### src/rtl/byte_unstrip_ctrl.sv
// Receive-side byte unstriping controller: aligns up to four lanes on a COM
// word and serialises the active lanes lane0-first onto a valid/ready byte stream.
module byte_unstrip_ctrl #(
  parameter logic [7:0] COM_SYM    = 8'hBC,
  parameter logic [1:0] MODE_RESET = 2'b10
) (
  input  logic       CLK,
  input  logic       RESET,
  input  logic [1:0] LANE_MODE,
  input  logic [7:0] LANE0,
  input  logic [7:0] LANE1,
  input  logic [7:0] LANE2,
  input  logic [7:0] LANE3,
  input  logic       DK_0,
  input  logic       DK_1,
  input  logic       DK_2,
  input  logic       DK_3,
  input  logic       LANES_VALID,
  output logic       LANES_READY,
  output logic [7:0] D,
  output logic       DK,
  output logic       D_VALID,
  input  logic       D_READY,
  output logic [1:0] LANE_SEL,
  output logic       ALIGNED,
  output logic       ALIGN_ERR,
  output logic [1:0] dbg_state
);

  // Handshakes: a lane word transfers when LANES_VALID && LANES_READY on a
  // rising edge; a byte transfers when D_VALID && D_READY. D/DK/LANE_SEL hold
  // steady while D_VALID is high and D_READY is low.

  typedef enum logic [1:0] {
    S_UNALIGNED = 2'd0,
    S_LOAD      = 2'd1,
    S_DRAIN     = 2'd2
  } state_t;

  state_t          state;
  logic [1:0]      mode_q;
  logic [1:0]      eff_mode;
  logic [1:0]      last_sel;
  logic [1:0]      sel_q;
  logic            d_valid_q;
  logic            aligned_q;
  logic            align_err_q;
  logic [3:0][7:0] hold;
  logic [3:0]      hold_dk;

  logic [3:0][7:0] lane;
  logic [3:0]      lane_dk;
  logic [3:0]      active;
  logic [3:0]      is_com;
  logic [3:0][7:0] cap_data;
  logic [3:0]      cap_dk;
  logic            com_all;
  logic            com_part;
  logic            lanes_ready;
  logic            accept;

  // While unaligned the word being checked is also the one whose mode is
  // latched, so qualify it with the live LANE_MODE.
  always_comb begin
    lane     = {LANE3, LANE2, LANE1, LANE0};
    lane_dk  = {DK_3, DK_2, DK_1, DK_0};
    eff_mode = (state == S_UNALIGNED) ? LANE_MODE : mode_q;
    active   = 4'b1111;
    last_sel = 2'd3;
    case (eff_mode)
      2'b00: begin
        active   = 4'b0001;
        last_sel = 2'd0;
      end
      2'b01: begin
        active   = 4'b0011;
        last_sel = 2'd1;
      end
      default: begin
        active   = 4'b1111;
        last_sel = 2'd3;
      end
    endcase
  end

  always_comb begin
    is_com   = '0;
    cap_data = '0;
    cap_dk   = '0;
    for (int i = 0; i < 4; i++) begin
      is_com[i]   = lane_dk[i] && (lane[i] == COM_SYM);
      cap_data[i] = active[i] ? lane[i] : 8'h00;
      cap_dk[i]   = active[i] && lane_dk[i];
    end
    com_all  = ((is_com & active) == active);
    com_part = (|(is_com & active)) && !com_all;
  end

  // Ready on the last byte handshake lets the next word reload without a bubble.
  always_comb begin
    lanes_ready = (state != S_DRAIN) || (D_READY && (sel_q == last_sel));
    accept      = LANES_VALID && lanes_ready;
  end

  always_ff @(posedge CLK) begin
    if (RESET) begin
      state       <= S_UNALIGNED;
      mode_q      <= MODE_RESET;
      sel_q       <= 2'd0;
      d_valid_q   <= 1'b0;
      aligned_q   <= 1'b0;
      align_err_q <= 1'b0;
      hold        <= '0;
      hold_dk     <= '0;
    end else begin
      align_err_q <= 1'b0;
      case (state)
        S_UNALIGNED: begin
          if (accept) begin
            mode_q <= LANE_MODE;
            if (com_all) begin
              state     <= S_LOAD;
              aligned_q <= 1'b1;
            end
          end
        end
        S_LOAD: begin
          if (accept) begin
            if (com_part) begin
              state       <= S_UNALIGNED;
              aligned_q   <= 1'b0;
              align_err_q <= 1'b1;
            end else if (!com_all) begin
              hold      <= cap_data;
              hold_dk   <= cap_dk;
              sel_q     <= 2'd0;
              d_valid_q <= 1'b1;
              state     <= S_DRAIN;
            end
          end
        end
        S_DRAIN: begin
          if (D_READY) begin
            if (sel_q != last_sel) begin
              sel_q <= sel_q + 2'd1;
            end else if (accept) begin
              if (com_part) begin
                state       <= S_UNALIGNED;
                aligned_q   <= 1'b0;
                align_err_q <= 1'b1;
                d_valid_q   <= 1'b0;
              end else if (com_all) begin
                state     <= S_LOAD;
                d_valid_q <= 1'b0;
              end else begin
                hold    <= cap_data;
                hold_dk <= cap_dk;
                sel_q   <= 2'd0;
              end
            end else begin
              state     <= S_LOAD;
              d_valid_q <= 1'b0;
            end
          end
        end
        default: begin
          state     <= S_UNALIGNED;
          aligned_q <= 1'b0;
          d_valid_q <= 1'b0;
        end
      endcase
    end
  end

  assign LANES_READY = lanes_ready;
  assign D           = hold[sel_q];
  assign DK          = hold_dk[sel_q];
  assign D_VALID     = d_valid_q;
  assign LANE_SEL    = sel_q;
  assign ALIGNED     = aligned_q;
  assign ALIGN_ERR   = align_err_q;
  assign dbg_state   = state;

endmodule

### config.mk
export PLATFORM = sky130hd
export DESIGN_NAME = byte_unstrip_ctrl
export DESIGN_NICKNAME = d
export VERILOG_FILES = /design/src/rtl/byte_unstrip_ctrl.sv
export SDC_FILE = /design/constraint.sdc
export NUM_CORES = 1
export LEC_CHECK = 0
export ABC_AREA = 0
export CAP_MARGIN = 20
export CORE_ASPECT_RATIO = 1.5
export CORE_MARGIN = 3
export CORE_UTILIZATION = 50
export DETAILED_ROUTE_END_ITERATION = 7
export GPL_TIMING_DRIVEN = 0
export PLACE_DENSITY = 0.83
export SLEW_MARGIN = 20
export SYNTH_ARGS = -nofsm -noshare
export SYNTH_HDL_FRONTEND = slang
export SYNTH_SLANG_ARGS = --single-unit
### constraint.sdc
create_clock -name CLK -period 2.85 [get_ports CLK]
set_clock_uncertainty 0.05 [all_clocks]
set_input_delay 0.855 -clock CLK [delete_from_list [all_inputs] [get_ports CLK]]
set_output_delay 0.855 -clock CLK [all_outputs]
set_load 0.005 [all_outputs]
==> impl_results.md <==
* Max H-tree Level at 2
* Min-delay worst type: register to register
* Worst reg2reg path endpoint: hold[14]
* Status: complete, no violations
* R2r setup slk at between 300 and 400 ps
* Layout cells sized above 1 at between 10% and 20%
* Power density cells at approximately 340 nW/µm²
* Reg2reg start: dbg_state[0]
* Largest net degree at the start of global routing at 14
* Yosys reg bits at between 40 and 50
* Peak VDD IR at approximately 0.00029 V
* Syn Inst Count at 282
* Kind of cell adding the most delay to the critical path: simple AND/OR/NAND/NOR gates
* Vias in the first global route at 2536
* Overflow after GRT at 0
* First drt pass iteration count at 5
* Mapped Nets at 328
* Initial Utilization at between 50% and 60%
* Crit path buffers/inverters at 3
* Global Route Usage Sum at about 26%
* Maximum clock rate at approximately 360 MHz
* Initial antenna violation count at 0
* Critical path startpoint category: register
* Fin. Hold Viols at 0
* Worst Hold Endpoint: hold[22]
* Area delta synth->final at 35.2%
* Slew at the pin closest to its max-slew limit at 564 ps
* Clk pwr share at about 33%
* First-pass GRT wire length at between 10000 and 15000 µm
* Yosys cell types at between 40 and 50
* Skew-Pair Late Insertion Delay at about 300 ps
* CTS buffer count at 5
* CTS Buffer Depth at 2
* Wl on met1 at between 2000 and 3000 µm
* Cell count after placement at 405
* Core Box Area at between 4000 and 5000 µm²
* Fill cells at approximately 400
* WS Path Type: register to output pin
* Non-Filler Instances at ~420
* Cell-internal power at about 890 µW
* Part of the power in registers at a little over half
* Pwr Total at 1190 µW
* Wirelength per Cell at between 15 and 20 µm
* Clk slew on worst S/H paths at around 80 ps
* CTS tree: yes
* Cells on worst reg2reg path at 13
* CP max FO at 4
* Initial DRC count at 240
* Crit-path max cell delay at roughly 400 ps
* WL met2 at between 3000 and 4000 µm
* # setup viols final at 0
* Die X-Extent at around 64 µm
* Cell-by-cell listing of the critical path: inv_4 -> ha_4 -> nor3b_4 -> or3_4 -> a41o_1 -> buf_6 -> clkbuf_2
* Static leakage at around 0.0012 µW
* Clock Root Buffer: clkbuf_8
* Dpl hpwl at between 5000 and 6000 µm
* Tmin final at 2790 ps
* Critical Path Slowest Stage Cell: or3_4
* Die Ht at roughly 93 µm
* Relative slew slack at roughly 62%
* Port bufs at 57
* Ys Warns at 0
* DRC errors left at 0
* Crit path DAT at 1890 ps
* CP Data Required Time at roughly 2000 ps
* Clock sink count at 45
* Gpl congestion at 0.976
* Antenna Diode Count at 0
* Metal3 WL at slightly below 500 µm
* Maximum capacitance violations at 0
* Final Cycle Share at a little over nine tenths
* DRT Wirelength at 7690 µm
* # IOs at around 60
* Syn avg cell area at roughly 9.0 µm²
* Slew Limit Fails at 0
* # rows at 31
* Stages on the worst setup path at 7
* Logic pwr share at about 14%
* Number of nets still failing antenna checks after routing at 0
* Psw at approximately 300 µW
* Seq/Total Area, Yosys at between 30% and 40%
* Routed via count at around 2700
* Synth Cell Area at 2550 µm²
* Die area at 6000 µm²
* Final nets at 402
* Utilization after layout at a little over two thirds
* Hold Buf Count CTS at 0
* Worst Hold Launch: hold[22]
* DR vias/cell at 6.30
* Worst Hold Path Cells at 2
* DR top layer: met4
* Net Sw Frac at between 20% and 30%
* Setup TNS at 0 ps
* Critical path endpoint category: output pin
## cell usage in the layout (no fill, tap or decap), types with 3 or more instances in the layout
cell type and instances:
dfxtp_2 3, nand2_1 9, mux4_2 9, buf_8 3
ha_1 3, nand4_1 31, buf_4 12, nor2_1 9
inv_1 5, clkdlybuf4s50_1 54, nand4bb_1 3, a21o_1 3
nand3_1 12, clkbuf_1 9, a31oi_1 3, clkbuf_8 6
dfxtp_1 41, a21oi_1 39, buf_6 5, o21ai_0 38
o21ai_1 4, buf_2 7
## tightest hold or removal path: stages (launching register included)
cell and delay [ps]:
dfxtp_1 310, o21ai_0 70, a21oi_1 60
## stage by stage
step | worst slack, ps | hold slack, ps | area, µm²
2_1_floorplan | 241 | 396 | 2550
3_5_place_dp | -769 | 418 | 3200
4_1_cts | -3.27 | 427 | 3380
3_3_place_gp | -741 | 406 | 3200
6_report | 57.8 | 428 | 3440
5_1_grt | -19.4 | 459 | 3440
## cells in the mapped netlist (all sizes together)
master	number	area, µm²
a2111oi	1	8.76
a211o	2	17.5
a21boi	1	7.51
a21o	3	22.5
a21oi	40	204
a221oi	1	8.76
a22o	1	8.76
a311oi	2	17.5
a31oi	3	18.8
a41o	1	10.0
and4	1	11.3
buf	17	170
clkbuf	10	47.5
dfxtp	45	901
ha	4	50.1
inv	7	26.3
mux2	1	15.0
mux2i	2	20.0
mux4	9	203
nand2	9	33.8
nand2b	2	12.5
nand3	12	60.1
nand4	32	215
nand4bb	3	33.8
nor2	9	33.8
nor3	3	15.0
nor3b	2	20.0
nor4	3	18.8
nor4bb	1	10.0
o211ai	1	7.51
o21a	1	7.51
o21ai	43	215
o221ai	1	8.76
o22ai	1	6.26
o31a	1	8.76
o31ai	2	15.0
or2b	1	7.51
or3	1	6.26
or4	2	15.0
xnor2	1	27.5
## worst max path at each step
stage / start / end / slack, ps
after floorplan: dbg_state[0] / LANES_READY / 240
after global placement: LANE_MODE[1] / LANES_READY / -740
after detailed placement: LANE_MODE[1] / LANES_READY / -770
after CTS: LANE_MODE[1] / LANES_READY / -3
after global routing: LANE3[0] / dbg_state[0] / -20
final: dbg_state[0] / LANES_READY / 60
## state kept, by name (all words and copies together), names as in the netlist
register   cells
ALIGNED        1
ALIGN_ERR      1
D_VALID        1
LANE_SEL       2
dbg_state      2
hold          32
hold_dk        4
mode_q         2
## layout make-up
type	count	area (µm²)	area share (%)
buffer	25	218	6.32
timing repair buffer	69	646	18.8
sequential	45	908	26.4
multi-input combinational	203	1480	42.9
tap	66	82.6	2.40
inverter	7	28.8	0.836
clock buffer	7	76.3	2.22
clock inverter	1	7.51	0.218
## cells by family after synthesis
group / count (synthesis) / synth area share, %
compound gates: 105 / 23.3
simple gates: 81 / 19.4
flops: 45 / 35.4
buf+inv: 34 / 9.58
mux: 12 / 9.34
fa+ha+maj: 4 / 1.97
xor+xnor: 1 / 1.08
## power groups by stage
stage / Clock, µW / Sequential (µW) / Combinational [µW]
detailed placement: 0 / 646 / 153
finish: 392 / 631 / 164
global placement: 0 / 646 / 152
floorplan: 0 / 646 / 70.6
global route: 418 / 631 / 174
CTS: 389 / 631 / 159
## repair_timing
item                       in CTS  in global routing
buffers inserted                8                  4
resized for setup              29                 11
pin swaps                       5                  3
setup endpoints to repair      41                 49
gates cloned                    0                  0
## metal layers
metal | global-route usage, % | up-vias
met1 | 29.3 | 1259
li1 | - | 1244
met4 | 12.2 | 0
met3 | 4.81 | 27
met5 | 0 | -
met2 | 46.5 | 137
Power figures use the tool's default switching activity.
